[src/rtl/clean_scheduler.sv]
// ============================================================================
//  Module      : clean_scheduler
//  Description : Queues bounding boxes of detected stars and sequences the
//                box-clean engine one box at a time. For each box it drives
//                the coordinates stable, issues a 1-cycle goClean and waits
//                for doneClean before moving to the next queued box.
//  Revision    : 1.0 - initial release
// ----------------------------------------------------------------------------
//  Parameters
//    XSZ      x coordinate width
//    YSZ      y coordinate width
//    DEPTH    box queue entries (power of 2, >= 2)
//    TIMEOUT  max WAIT cycles before abort (only with CLEAN_TIMEOUT_EN)
//  Optional feature macro
//    CLEAN_TIMEOUT_EN  when defined, a job stuck in WAIT for TIMEOUT cycles
//                      is aborted and flagged on 'timeout'. When undefined,
//                      WAIT holds until doneClean and 'timeout' is always 0.
//  Ports
//    clk, resetn            clock, synchronous active-low reset
//    push_valid/push_ready  producer handshake (ready = queue not full)
//    push_xl/xr/yt/yb       box to enqueue (inclusive bounds)
//    flush                  discard queued (not in-flight) boxes
//    goClean                1-cycle start pulse to the clean engine
//    xLeft/xRight/yTop/yBottom  registered box presented to the engine
//    doneClean              1-cycle completion pulse from the engine
//    busy                   a job is being sequenced (LOAD/START/WAIT/GAP)
//    q_count                number of queued boxes
//    bad_box                1-cycle pulse: pushed box had xl>xr or yt>yb
//    all_done               1-cycle pulse: job finished with queue empty
//    timeout                1-cycle pulse: job aborted in WAIT
// ============================================================================
`default_nettype none

module clean_scheduler #(
    parameter int XSZ     = 3,
    parameter int YSZ     = 3,
    parameter int DEPTH   = 4,
    parameter int TIMEOUT = 1024
) (
    input  logic                       clk,
    input  logic                       resetn,
    input  logic                       push_valid,
    output logic                       push_ready,
    input  logic [XSZ-1:0]             push_xl,
    input  logic [XSZ-1:0]             push_xr,
    input  logic [YSZ-1:0]             push_yt,
    input  logic [YSZ-1:0]             push_yb,
    input  logic                       flush,
    output logic                       goClean,
    output logic [XSZ-1:0]             xLeft,
    output logic [XSZ-1:0]             xRight,
    output logic [YSZ-1:0]             yTop,
    output logic [YSZ-1:0]             yBottom,
    input  logic                       doneClean,
    output logic                       busy,
    output logic [$clog2(DEPTH):0]     q_count,
    output logic                       bad_box,
    output logic                       all_done,
    output logic                       timeout
);

    localparam int AW = $clog2(DEPTH);
    localparam int CW = AW + 1;
    localparam int EW = 2 * XSZ + 2 * YSZ;

    typedef enum logic [2:0] {
        S_IDLE  = 3'd0,
        S_LOAD  = 3'd1,
        S_START = 3'd2,
        S_WAIT  = 3'd3,
        S_GAP   = 3'd4
    } state_t;

    state_t          r_state;
    logic [EW-1:0]   r_mem [DEPTH];
    logic [AW-1:0]   r_wr_ptr;
    logic [AW-1:0]   r_rd_ptr;
    logic [CW-1:0]   r_count;
    logic            r_push_ready;
    logic            r_bad_box;

    logic            w_push_acc;
    logic            w_box_ok;
    logic            w_enq;
    logic            w_pop;
    logic [CW-1:0]   w_count_nxt;
    logic [EW-1:0]   w_head;
    logic            w_expire;
    logic            w_can_load;

    // ------------------------------------------------------------------------
    // Box queue
    // ------------------------------------------------------------------------
    assign w_push_acc = push_valid && r_push_ready;
    assign w_box_ok   = (push_xl <= push_xr) && (push_yt <= push_yb);
    // flush wins over a same-cycle push: the handshake completes but the box
    // is dropped.
    assign w_enq      = w_push_acc && w_box_ok && !flush;
    assign w_pop      = (r_state == S_LOAD);
    assign w_head     = r_mem[r_rd_ptr];
    // A flush in the deciding cycle empties the queue, so LOAD must not be
    // entered then.
    assign w_can_load = (r_count != '0) && !flush;

    always_comb begin
        w_count_nxt = r_count;
        if (flush) begin
            w_count_nxt = '0;
        end else begin
            w_count_nxt = r_count + CW'(w_enq) - CW'(w_pop);
        end
    end

    always_ff @(posedge clk) begin
        if (!resetn) begin
            r_wr_ptr     <= '0;
            r_rd_ptr     <= '0;
            r_count      <= '0;
            r_push_ready <= 1'b0;
            r_bad_box    <= 1'b0;
        end else begin
            r_count      <= w_count_nxt;
            // Registered copy of !full for the count that will hold next cycle.
            r_push_ready <= (w_count_nxt != CW'(DEPTH));
            r_bad_box    <= w_push_acc && !w_box_ok;
            if (flush) begin
                r_wr_ptr <= '0;
                r_rd_ptr <= '0;
            end else begin
                if (w_enq) begin
                    r_wr_ptr <= r_wr_ptr + 1'b1;
                end
                if (w_pop) begin
                    r_rd_ptr <= r_rd_ptr + 1'b1;
                end
            end
        end
    end

    // Storage needs no reset: an entry is only read after it was written.
    always_ff @(posedge clk) begin
        if (resetn && w_enq) begin
            r_mem[r_wr_ptr] <= {push_xl, push_xr, push_yt, push_yb};
        end
    end

    // ------------------------------------------------------------------------
    // Optional WAIT watchdog
    // ------------------------------------------------------------------------
`ifdef CLEAN_TIMEOUT_EN
    localparam int TW = ($clog2(TIMEOUT) < 1) ? 1 : $clog2(TIMEOUT);

    logic [TW-1:0] r_wait_cnt;

    // Counter is 0 in the first WAIT cycle, so expiry falls on the
    // TIMEOUT-th cycle spent in WAIT. A doneClean in that cycle wins.
    always_ff @(posedge clk) begin
        if (!resetn || (r_state != S_WAIT)) begin
            r_wait_cnt <= '0;
        end else begin
            r_wait_cnt <= r_wait_cnt + 1'b1;
        end
    end

    assign w_expire = (r_state == S_WAIT) && !doneClean &&
                      (r_wait_cnt == TW'(TIMEOUT - 1));
`else
    // Constant false; TIMEOUT has no effect in this build.
    assign w_expire = (TIMEOUT < 0);
`endif

    // ------------------------------------------------------------------------
    // Sequencer FSM with registered outputs
    // ------------------------------------------------------------------------
    always_ff @(posedge clk) begin
        if (!resetn) begin
            r_state  <= S_IDLE;
            goClean  <= 1'b0;
            busy     <= 1'b0;
            all_done <= 1'b0;
            timeout  <= 1'b0;
            xLeft    <= '0;
            xRight   <= '0;
            yTop     <= '0;
            yBottom  <= '0;
        end else begin
            goClean  <= 1'b0;
            all_done <= 1'b0;
            timeout  <= 1'b0;
            case (r_state)
                S_IDLE: begin
                    if (w_can_load) begin
                        r_state <= S_LOAD;
                        busy    <= 1'b1;
                    end
                end
                S_LOAD: begin
                    {xLeft, xRight, yTop, yBottom} <= w_head;
                    goClean <= 1'b1;
                    r_state <= S_START;
                end
                S_START: begin
                    r_state <= S_WAIT;
                end
                S_WAIT: begin
                    if (doneClean || w_expire) begin
                        r_state  <= S_GAP;
                        all_done <= (w_count_nxt == '0);
                        timeout  <= w_expire;
                    end
                end
                S_GAP: begin
                    if (w_can_load) begin
                        r_state <= S_LOAD;
                    end else begin
                        r_state <= S_IDLE;
                        busy    <= 1'b0;
                    end
                end
                default: begin
                    r_state <= S_IDLE;
                    busy    <= 1'b0;
                end
            endcase
        end
    end

    assign push_ready = r_push_ready;
    assign q_count    = r_count;
    assign bad_box    = r_bad_box;

endmodule

`default_nettype wire

[config.mk]
export PLATFORM = sky130hd
export DESIGN_NAME = clean_scheduler
export DESIGN_NICKNAME = d
export VERILOG_FILES = /design/src/rtl/clean_scheduler.sv
export SDC_FILE = /design/constraint.sdc
export NUM_CORES = 1
export LEC_CHECK = 0
export ABC_CLOCK_PERIOD_IN_PS = 5700
export CORE_ASPECT_RATIO = 0.6
export CORE_MARGIN = 2
export CORE_UTILIZATION = 40
export CTS_CLUSTER_SIZE = 20
export DETAILED_ROUTE_END_ITERATION = 10
export GPL_TIMING_DRIVEN = 0
export PLACE_DENSITY = 0.66
export SETUP_SLACK_MARGIN = 0.1
export SYNTH_ARGS = -nofsm -noshare
export SYNTH_HDL_FRONTEND = slang
export SYNTH_SLANG_ARGS = --single-unit
[constraint.sdc]
create_clock -name clk -period 5.7 [get_ports clk]
set_clock_uncertainty 0.2 [all_clocks]
set_input_delay 1.14 -clock clk [delete_from_list [all_inputs] [get_ports clk]]
set_output_delay 1.14 -clock clk [all_outputs]
set_load 0.005 [all_outputs]
==> metrics, run 1 <==
Max Clock Freq=~240 MHz; core area=~0.0073 mm2; DRC viols=0; Final setup viols=0; Final Util=between 50% and 60%; syn_area_per_cell=between 10 and 15 um2; startpoint class of the critical path=input port; Root Buffer=clkbuf_16; status=completed; slowest CP cell=clkdlybuf4s50_1; GRT Total Usage=between 15 and 20%; Num CTS Buffers=9; via/cell ratio=~4.7; Synth Net Count=between 200 and 250; Final Slew Violations=0; worst skew pair latency=between 0.3 and 0.4 ns; synth unique cells=37; final wirelength=roughly 5700 um; global route overflow=0; worst slew pin tran=between 0.6 and 0.7 ns; hold_buf cts=0; via count=1739; Pre-Repair DR Iteration Count=4; Reg clk slew, reported paths=0.06 ns; number of global-route vias before repair=~1700; Clock Path Buffers=2; Max H-tree Level=3; pwr dens=~320 mW/mm2; Hold Vio Cnt, Final=0; effective utilization at floorplan=between 40% and 50%; Max IR drop VDD=~0.00017 V; Reg2Reg Depth=11; HP Class=reg -> reg; CP max FO=7; Setup Fix Bufs, Post-CTS=0; Synth Cell Area=0.00304 mm2; largest area contributor in the synthesized netlist=edfxtp_1; Top-Level Pins=38; Setup TNS Final=0 ns; nets@finish=~290; routed length per instance=15.5 um; post-CTS sizing=0; ANT cells=0; max incr delay on CP=roughly 0.56 ns; Max-slew headroom=between 50% and 60%; CP Capture Type=flop; Die Width=between 100 and 150 um; Req. time, crit path=approximately 5.7 ns; Critical Path AT=a little over 4 ns; hold depth=2; Synth Instances=about 210; Seq/Total Area, Yosys=65.1%; first-pass GRT wire length=between 9000 and 10000 um; die area=about 0.0083 mm2; die height=roughly 70 um; antenna violations before repair=0; antenna viol nets, final=0; fin crit period=between 4 and 5 ns; Sink Count=75; max_cap viols=0; Pleak=~1.3 nW; critical path class=in -> reg; Starting DRT DRC Count=~180; final RePlAce weighted congestion=between 0.6 and 0.7; Final Cycle Share=just over 70%; RSZ-0062 raised after global routing=false; yosys warns=0; share of cells above drive strength 1=just under 10%; cells along the critical path=clkdlybuf4s50_1, inv_1, ha_1, a211oi_1, o22a_1, and2_4, inv_1, ha_1, inv_1, ha_1, fa_1, xnor2_1, nor2_1, and2_1; Final HPWL DP=approximately 4000 um; Layout area overhead=25.2%; Synth Register Bits=75; Buffers on Ports=36; top cells by area, synth=edfxtp_1, dfxtp_1, mux4_2; top-area cell type share of the netlist area=a little under half; pin count of the biggest net entering global routing=13; row cnt=24; CTS tree=built
-- cell usage after synthesis --
master / count
buf_4: 1
o21ai_0: 4
nor2b_1: 2
mux4_1: 3
nor3_1: 1
o22a_1: 1
ha_1: 12
dfxtp_1: 27
buf_2: 3
a31oi_1: 1
maj3_1: 1
nand3_1: 4
xor2_1: 1
and3_1: 4
buf_6: 1
nor3b_1: 1
o2111a_1: 1
nand2_1: 29
a211oi_1: 2
nand4_1: 2
xnor2_1: 3
and2_4: 1
edfxtp_1: 48
conb_1: 1
and2_1: 5
o31ai_1: 1
nand2b_1: 1
buf_12: 1
clkbuf_1: 2
a21boi_0: 5
inv_1: 16
a21boi_1: 8
nor2_1: 7
mux4_2: 9
clkinv_1: 1
nor4_1: 1
fa_1: 1
-- cell usage in the layout, fill, tap and decap left out, drive strengths merged, types with 2 or more instances in the layout --
master	instances
and2	6
ha	12
mux4	12
a21boi	13
nor2	7
a211oi	2
nand3	4
clkbuf	14
nand4	2
dfxtp	27
and3	4
clkdlybuf4s50	36
buf	6
xnor2	3
nand2	29
o21ai	4
nor2b	2
edfxtp	48
inv	16
clkinv	4
-- critical path, delay by kind of cell --
kind	cells	cell delay (ns)
buf+inv	4	0.72
xor+xnor	1	0.16
simple gates	3	0.45
fa+ha+maj	4	1.11
compound gates	2	0.52
-- sequential cells by signal, indices dropped and copies added (netlist names), 2 cells and up --
| signal | flops |
|---|---|
| r_state | 3 |
| r_rd_ptr | 2 |
| r_mem | 48 |
| yBottom | 3 |
| xLeft | 3 |
| q_count | 3 |
| xRight | 3 |
| yTop | 3 |
| r_wr_ptr | 2 |
-- power by group --
group,internal (mW),switching (mW)
logic,0.0392,0.0359
clock network,0.335,0.201
registers,0.586,0.00471
total,0.960,0.242
-- path summary, 6_finish.rpt --
check	from	endpoint	slack [ns]
hold reg to reg	yTop[2]$_SDFFE_PN0P_	yTop[2]$_SDFFE_PN0P_	0.25
setup reg to reg	r_state[1]$_SDFFE_PN0P_	q_count[2]$_SDFF_PN0_	3.06
setup / recovery	push_xr[1]	q_count[2]$_SDFF_PN0_	1.61
hold / removal	yTop[2]$_SDFFE_PN0P_	yTop[2]$_SDFFE_PN0P_	0.25
-- area by class of cell --
type	instances	area [um2]
Buffer	8	61.3
Timing Repair Buffer	36	360
Multi-Input combinational cell	112	937
Inverter	17	63.8
Tap cell	104	130
Sequential cell	75	1980
Fill cell	655	3510
Clock buffer	12	236
Clock inverter	4	41.3
-- per-layer routing --
metal  wire length (um)  track usage (%)  up-vias
met5                  0                0        -
met4                 60             4.31        0
met3                358             7.02        9
met2               2210             20.5       54
met1               3080             22.8      815
li1                   -                -      861
-- through the flow --
| step | setup WS (ns) | hold slack (ns) | power [mW] | cell area (um2) | std cells |
|---|---|---|---|---|---|
| 6_report | 1.61 | 0.251 | 1.20 | 3810 | 368 |
| 5_1_grt | 1.34 | 0.280 | 1.25 | 3810 | 368 |
| 4_1_cts | 1.60 | 0.256 | 1.21 | 3810 | 368 |
| 3_5_place_dp | 1.26 | 0.249 | 0.677 | 3530 | 352 |
| 3_3_place_gp | 1.30 | 0.246 | 0.676 | 3530 | 352 |
| 2_1_floorplan | 2.12 | 0.251 | 0.639 | 3040 | 212 |
-- logic make-up (layout without fill, tap and decap cells) --
| logic type | count (synthesis) | in the layout | share of synthesized area (%) |
|---|---|---|---|
| fa+ha+maj | 14 | 14 | 5.92 |
| flops | 75 | 75 | 65.1 |
| simple gates | 58 | 58 | 8.88 |
| buf+inv | 25 | 77 | 4.11 |
| other cells | 1 | 1 | 0.123 |
| compound gates | 23 | 23 | 5.47 |
| mux | 12 | 12 | 9.25 |
| xor+xnor | 4 | 4 | 1.15 |
(Power assumes the default switching activity.)
==> run 2, diff against run 1 <==
--- a/config.mk
+++ b/config.mk
@@ -5,14 +5,14 @@
 export SDC_FILE = /design/constraint.sdc
 export NUM_CORES = 1
 export LEC_CHECK = 0
-export ABC_CLOCK_PERIOD_IN_PS = 5700
+export ABC_CLOCK_PERIOD_IN_PS = 3450
 export CORE_ASPECT_RATIO = 0.6
 export CORE_MARGIN = 2
 export CORE_UTILIZATION = 40
 export CTS_CLUSTER_SIZE = 20
 export DETAILED_ROUTE_END_ITERATION = 10
 export GPL_TIMING_DRIVEN = 0
-export PLACE_DENSITY = 0.66
+export PLACE_DENSITY = 0.68
 export SETUP_SLACK_MARGIN = 0.1
 export SYNTH_ARGS = -nofsm -noshare
 export SYNTH_HDL_FRONTEND = slang
==> constraint.sdc (replaced) <==
create_clock -name clk -period 3.45 [get_ports clk]
set_clock_uncertainty 0.2 [all_clocks]
set_input_delay 0.69 -clock clk [delete_from_list [all_inputs] [get_ports clk]]
set_output_delay 0.69 -clock clk [all_outputs]
set_load 0.005 [all_outputs]
==> metrics, run 2 (same netlist as run 1, synthesis figures left out) <==
status=completed; critical path class=in -> reg; effective utilization at floorplan=41.5%; Largest Register=r_mem; startpoint class of the critical path=input port; Final setup viols=0; Max Clock Freq=roughly 310 MHz; Sw Share=20.8%; antenna violations before repair=0; commonest non-fill, non-tap cells in the layout=edfxtp_1, nand2_1, dfxtp_1, clkdlybuf4s50_1, inv_1; Place WS=-0.527 ns; Die Width=approximately 120 um; Buffers on Ports=36; commonest non-fill, non-tap cell in the layout=edfxtp_1; CP endpoint=push_ready$_SDFF_PN0_; worst r2r dst=push_ready$_SDFF_PN0_; Reg clk slew, reported paths=around 0.060 ns; share of cells above drive strength 1=14.0%; die height=approximately 70 um; Num CTS Buffers=9; cells along the critical path=dlygate4sd2_1, inv_1, ha_1, o21ai_0, o22a_2, and2_4, inv_1, ha_1, inv_1, ha_1, fa_1, xnor2_1, nor2_1, a21boi_0; Root Buffer=clkbuf_16; fin crit period=approximately 3.2 ns; fin cells=around 370; setup slack after layout=0.243 ns; Post-DP Area=approximately 0.0035 mm2; DRC viols=0; CTS tree=built; worst slew pin tran=0.679 ns; die area=about 0.0083 mm2; nets@finish=between 200 and 300; Layout area overhead=25.1%; switching pwr=between 0.3 and 0.4 mW; clock power share=42.3%; GRT Total Usage=around 15%; Final Util=about 52%; Setup TNS Final=0 ns; Pleak=1.34 nW; Final Slew Violations=0; Max IR drop VDD=0.000246 V; pwr dens=503 mW/mm2; row cnt=24; CP Capture Type=flop; Final Cycle Share=92.9%; Max H-tree Level=3; global route overflow=0; FF-to-FF Start=r_state[1]$_SDFFE_PN0P_; Tot Pwr=around 1.9 mW; RSZ-0062 raised after global routing=false; Hold Slack=around 0.25 ns; Clock Path Buffers=2; Top-Level Pins=38; post-route cell area=between 0.003 and 0.004 mm2; Pre-Repair DR Iteration Count=4; CP max FO=7; number of global-route vias before repair=approximately 1700; via/cell ratio=between 4 and 5; Req. time, crit path=about 3.5 ns; Final HPWL DP=approximately 3900 um; pin count of the biggest net entering global routing=13; Max-slew headroom=around 55%; Reg2Reg Depth=11; routed length per instance=between 15 and 20 um; r2r setup slk=approximately 0.76 ns; crit path buf inv count=4; max reg flops=48; max incr delay on CP=about 0.39 ns; max_cap viols=0; Placed Cells=about 350; slowest CP cell=fa_1; antenna viol nets, final=0; Comb power frac=6.8%; Sink Count=between 70 and 80; final RePlAce weighted congestion=between 0.7 and 0.8; critical path depth=14; Starting DRT DRC Count=between 100 and 150; worst skew pair latency=between 0.3 and 0.4 ns; hold_buf cts=0; Critical Path Source=push_yb[2]; HP Class=reg -> reg; via count=about 1700; CP top delay family=adder cells; P_int=about 1.5 mW; ANT cells=0; first-pass GRT wire length=9080 um; Seq pwr share=around half; core area=around 0.0073 mm2; final wirelength=5820 um; Critical Path AT=3.21 ns; Hold Vio Cnt, Final=0
==> run 2: repair_timing <==
action / CTS / global route
buffers inserted: 1 / 0
gates resized for setup: 14 / 10
pin swaps: 2 / 4
setup endpoints to repair: 4 / 3
hold endpoints to repair: 0 / 0
==> run 2: worst reg2reg max path, stage by stage (launching register included) <==
cell and delay (ns):
dfxtp_1 0.42, inv_1 0.06, nand3_1 0.15, clkinv_1 0.21, buf_2 0.24, ha_1 0.29, inv_1 0.03, ha_1 0.18
fa_1 0.39, xnor2_1 0.14, nor2_1 0.14, a21boi_0 0.12
==> run 2: worst min-delay path by stage <==
stage	cells past startpoint	start	slack, ns	end
floorplan	2	xLeft[1]$_SDFFE_PN0P_	0.25	xLeft[1]$_SDFFE_PN0P_
global placement	2	yTop[2]$_SDFFE_PN0P_	0.24	yTop[2]$_SDFFE_PN0P_
detailed placement	2	yBottom[1]$_SDFFE_PN0P_	0.25	yBottom[1]$_SDFFE_PN0P_
CTS	2	yTop[2]$_SDFFE_PN0P_	0.26	yTop[2]$_SDFFE_PN0P_
global route	2	xLeft[1]$_SDFFE_PN0P_	0.28	xLeft[1]$_SDFFE_PN0P_
finish	2	yTop[2]$_SDFFE_PN0P_	0.25	yTop[2]$_SDFFE_PN0P_
==> run 2: cell type report <==
class	instances	area, um2
multi-input cells	112	973
fillers	640	3520
flip-flops and latches	75	1980
repair buffers	37	343
clock buffers	13	240
well taps	104	130
clock inverters	3	15.0
plain buffers	8	61.3
inverters	17	63.8
==> run 2: metal layers <==
metal  part of all wire, %  up-vias  track usage [%]
li1                      -      858                -
met1                    52      836             23.5
met2                    40       49             19.7
met3                   7.4        2             7.19
met4                  0.29        0             3.53
met5                     0        -                0
==> run 2: power groups by stage <==
stage / Combinational (mW) / Sequential [mW] / Clock (mW)
after floorplan: 0.0611 / 0.994 / 0
after global placement: 0.122 / 0.994 / 0
after detailed placement: 0.124 / 0.994 / 0
after CTS: 0.125 / 0.976 / 0.831
after global routing: 0.145 / 0.977 / 0.871
final: 0.130 / 0.976 / 0.810
==> run 3, diff against run 2 <==
--- a/config.mk
+++ b/config.mk
@@ -6,13 +6,12 @@
 export NUM_CORES = 1
 export LEC_CHECK = 0
 export ABC_CLOCK_PERIOD_IN_PS = 3450
-export CORE_ASPECT_RATIO = 0.6
 export CORE_MARGIN = 2
-export CORE_UTILIZATION = 40
+export CORE_UTILIZATION = 35
 export CTS_CLUSTER_SIZE = 20
 export DETAILED_ROUTE_END_ITERATION = 10
 export GPL_TIMING_DRIVEN = 0
-export PLACE_DENSITY = 0.68
+export PLACE_DENSITY = 0.62
 export SETUP_SLACK_MARGIN = 0.1
 export SYNTH_ARGS = -nofsm -noshare
 export SYNTH_HDL_FRONTEND = slang
==> metrics, run 3 (same netlist as run 1, synthesis figures left out) <==
number of global-route vias before repair=around 1700; Final HPWL DP=approximately 3700 um; Max H-tree Level=3; critical path class=in -> reg; Max-slew headroom=between 50 and 60%; Tot Pwr=approximately 1.8 mW; pwr dens=473 mW/mm2; die area=between 0.009 and 0.01 mm2; Largest Register=r_mem; Sink Count=75; fill cell count=799; antenna viol nets, final=0; nets@finish=290; CTS tree=built; ANT cells=0; Max IR drop VDD=0.000218 V; worst skew pair latency=~0.34 ns; row cnt=34; Final Slew Violations=0; startpoint class of the critical path=input port; share of cells above drive strength 1=14.7%; Pre-Repair DR Iteration Count=4; final wirelength=5420 um; Req. time, crit path=roughly 3.5 ns; HP Class=reg -> reg; status=completed; max_cap viols=0; pin count of the biggest net entering global routing=15; die height=about 97 um; Reg clk slew, reported paths=~0.08 ns; CP Capture Type=flop; Hold Vio Cnt, Final=0; GRT Total Usage=around 12%; Max Clock Freq=roughly 310 MHz; Final Cycle Share=approximately 92%; commonest non-fill, non-tap cells in the layout=edfxtp_1, nand2_1, dfxtp_1, clkdlybuf4s50_1, inv_1; global route overflow=0; max reg flops=48; Layout area overhead=22.9%; Starting DRT DRC Count=around 110; Clock Path Buffers=2; final RePlAce weighted congestion=approximately 0.78; Post-DP Area=0.00354 mm2; Num CTS Buffers=9; Final Util=43.5%; core area=between 0.008 and 0.009 mm2; effective utilization at floorplan=a little over a third; antenna violations before repair=0; Critical Path AT=3.23 ns; worst slew pin tran=between 0.6 and 0.7 ns; Setup TNS Final=0 ns; Top-Level Pins=38; fin crit period=between 3 and 4 ns; Root Buffer=clkbuf_8; Die Width=between 90 and 100 um; Final setup viols=0; Hold Slack=~0.25 ns; DRC viols=0; via count=between 1500 and 2000; hold_buf cts=0; first-pass GRT wire length=around 9000 um; commonest non-fill, non-tap cell in the layout=edfxtp_1; via/cell ratio=4.60; CP max FO=7; post-route cell area=0.00374 mm2; routed length per instance=14.5 um; Pleak=approximately 1.3 nW; RSZ-0062 raised after global routing=false; Buffers on Ports=36
==> run 3: cell types whose count changed in the layout (fill, tap and decap cells not counted), sizes merged <==
cell / before / now
clkbuf: 18 / 14
clkinv: 4 / 5
bufinv: 0 / 1
clkinvlp: 0 / 1
inv: 16 / 17
==> run 3: critical path, stage by stage <==
cell and delay (ns):
dlygate4sd2_1 0.33, ha_4 0.25, a211oi_2 0.24, o22a_2 0.23
and2_4 0.18, inv_1 0.05, ha_1 0.26, inv_1 0.04
ha_1 0.18, fa_1 0.39, xnor2_1 0.17, nor2_1 0.08
and2_1 0.16
==> run 3: power breakdown <==
part / switching (mW) / internal [mW] / total, mW
combinational: 0.0608 / 0.0643 / 0.125
sequential: 0.00771 / 0.966 / 0.973
clock: 0.334 / 0.339 / 0.673
==> run 3: cell type report <==
| class | instances | area [um2] | share of cell area [%] |
|---|---|---|---|
| sequential | 75 | 1980 | 53.0 |
| inverter | 17 | 63.8 | 1.71 |
| timing repair buffer | 37 | 343 | 9.16 |
| clock inverter | 7 | 77.6 | 2.07 |
| buffer | 8 | 61.3 | 1.64 |
| multi-input combinational | 112 | 956 | 25.5 |
| clock buffer | 9 | 124 | 3.31 |
| tap | 108 | 135 | 3.61 |
==> run 3: stage by stage <==
step,setup slack (ns),cells
after floorplan,0.315,212
after global placement,-0.614,356
after detailed placement,-0.642,356
after CTS,0.135,373
after global routing,0.125,373
final,0.263,373
==> run 3: worst paths after layout <==
| kind | startpoint | endpoint | slack (ns) | depth (start not counted) |
|---|---|---|---|---|
| min reg2reg | xLeft[1]$_SDFFE_PN0P_ | xLeft[1]$_SDFFE_PN0P_ | 0.25 | 2 |
| min | xLeft[1]$_SDFFE_PN0P_ | xLeft[1]$_SDFFE_PN0P_ | 0.25 | 2 |
| max | push_yt[1] | q_count[2]$_SDFF_PN0_ | 0.26 | 13 |
| max reg2reg | r_state[1]$_SDFFE_PN0P_ | q_count[2]$_SDFF_PN0_ | 0.75 | 11 |
==> run 3: what timing repair did <==
action                                  in CTS  in global routing
endpoints found under the setup margin       4                  3
setup buffers                                1                  0
pin swaps                                    2                  5
gates resized for setup                     16                  8
==> run 3: per-layer routing <==
metal / track usage (%) / part of all wire [%]
met1: 17.0 / 49
met2: 18.5 / 46
met3: 3.74 / 3.6
met4: 4.81 / 1.4
met5: 0 / 0
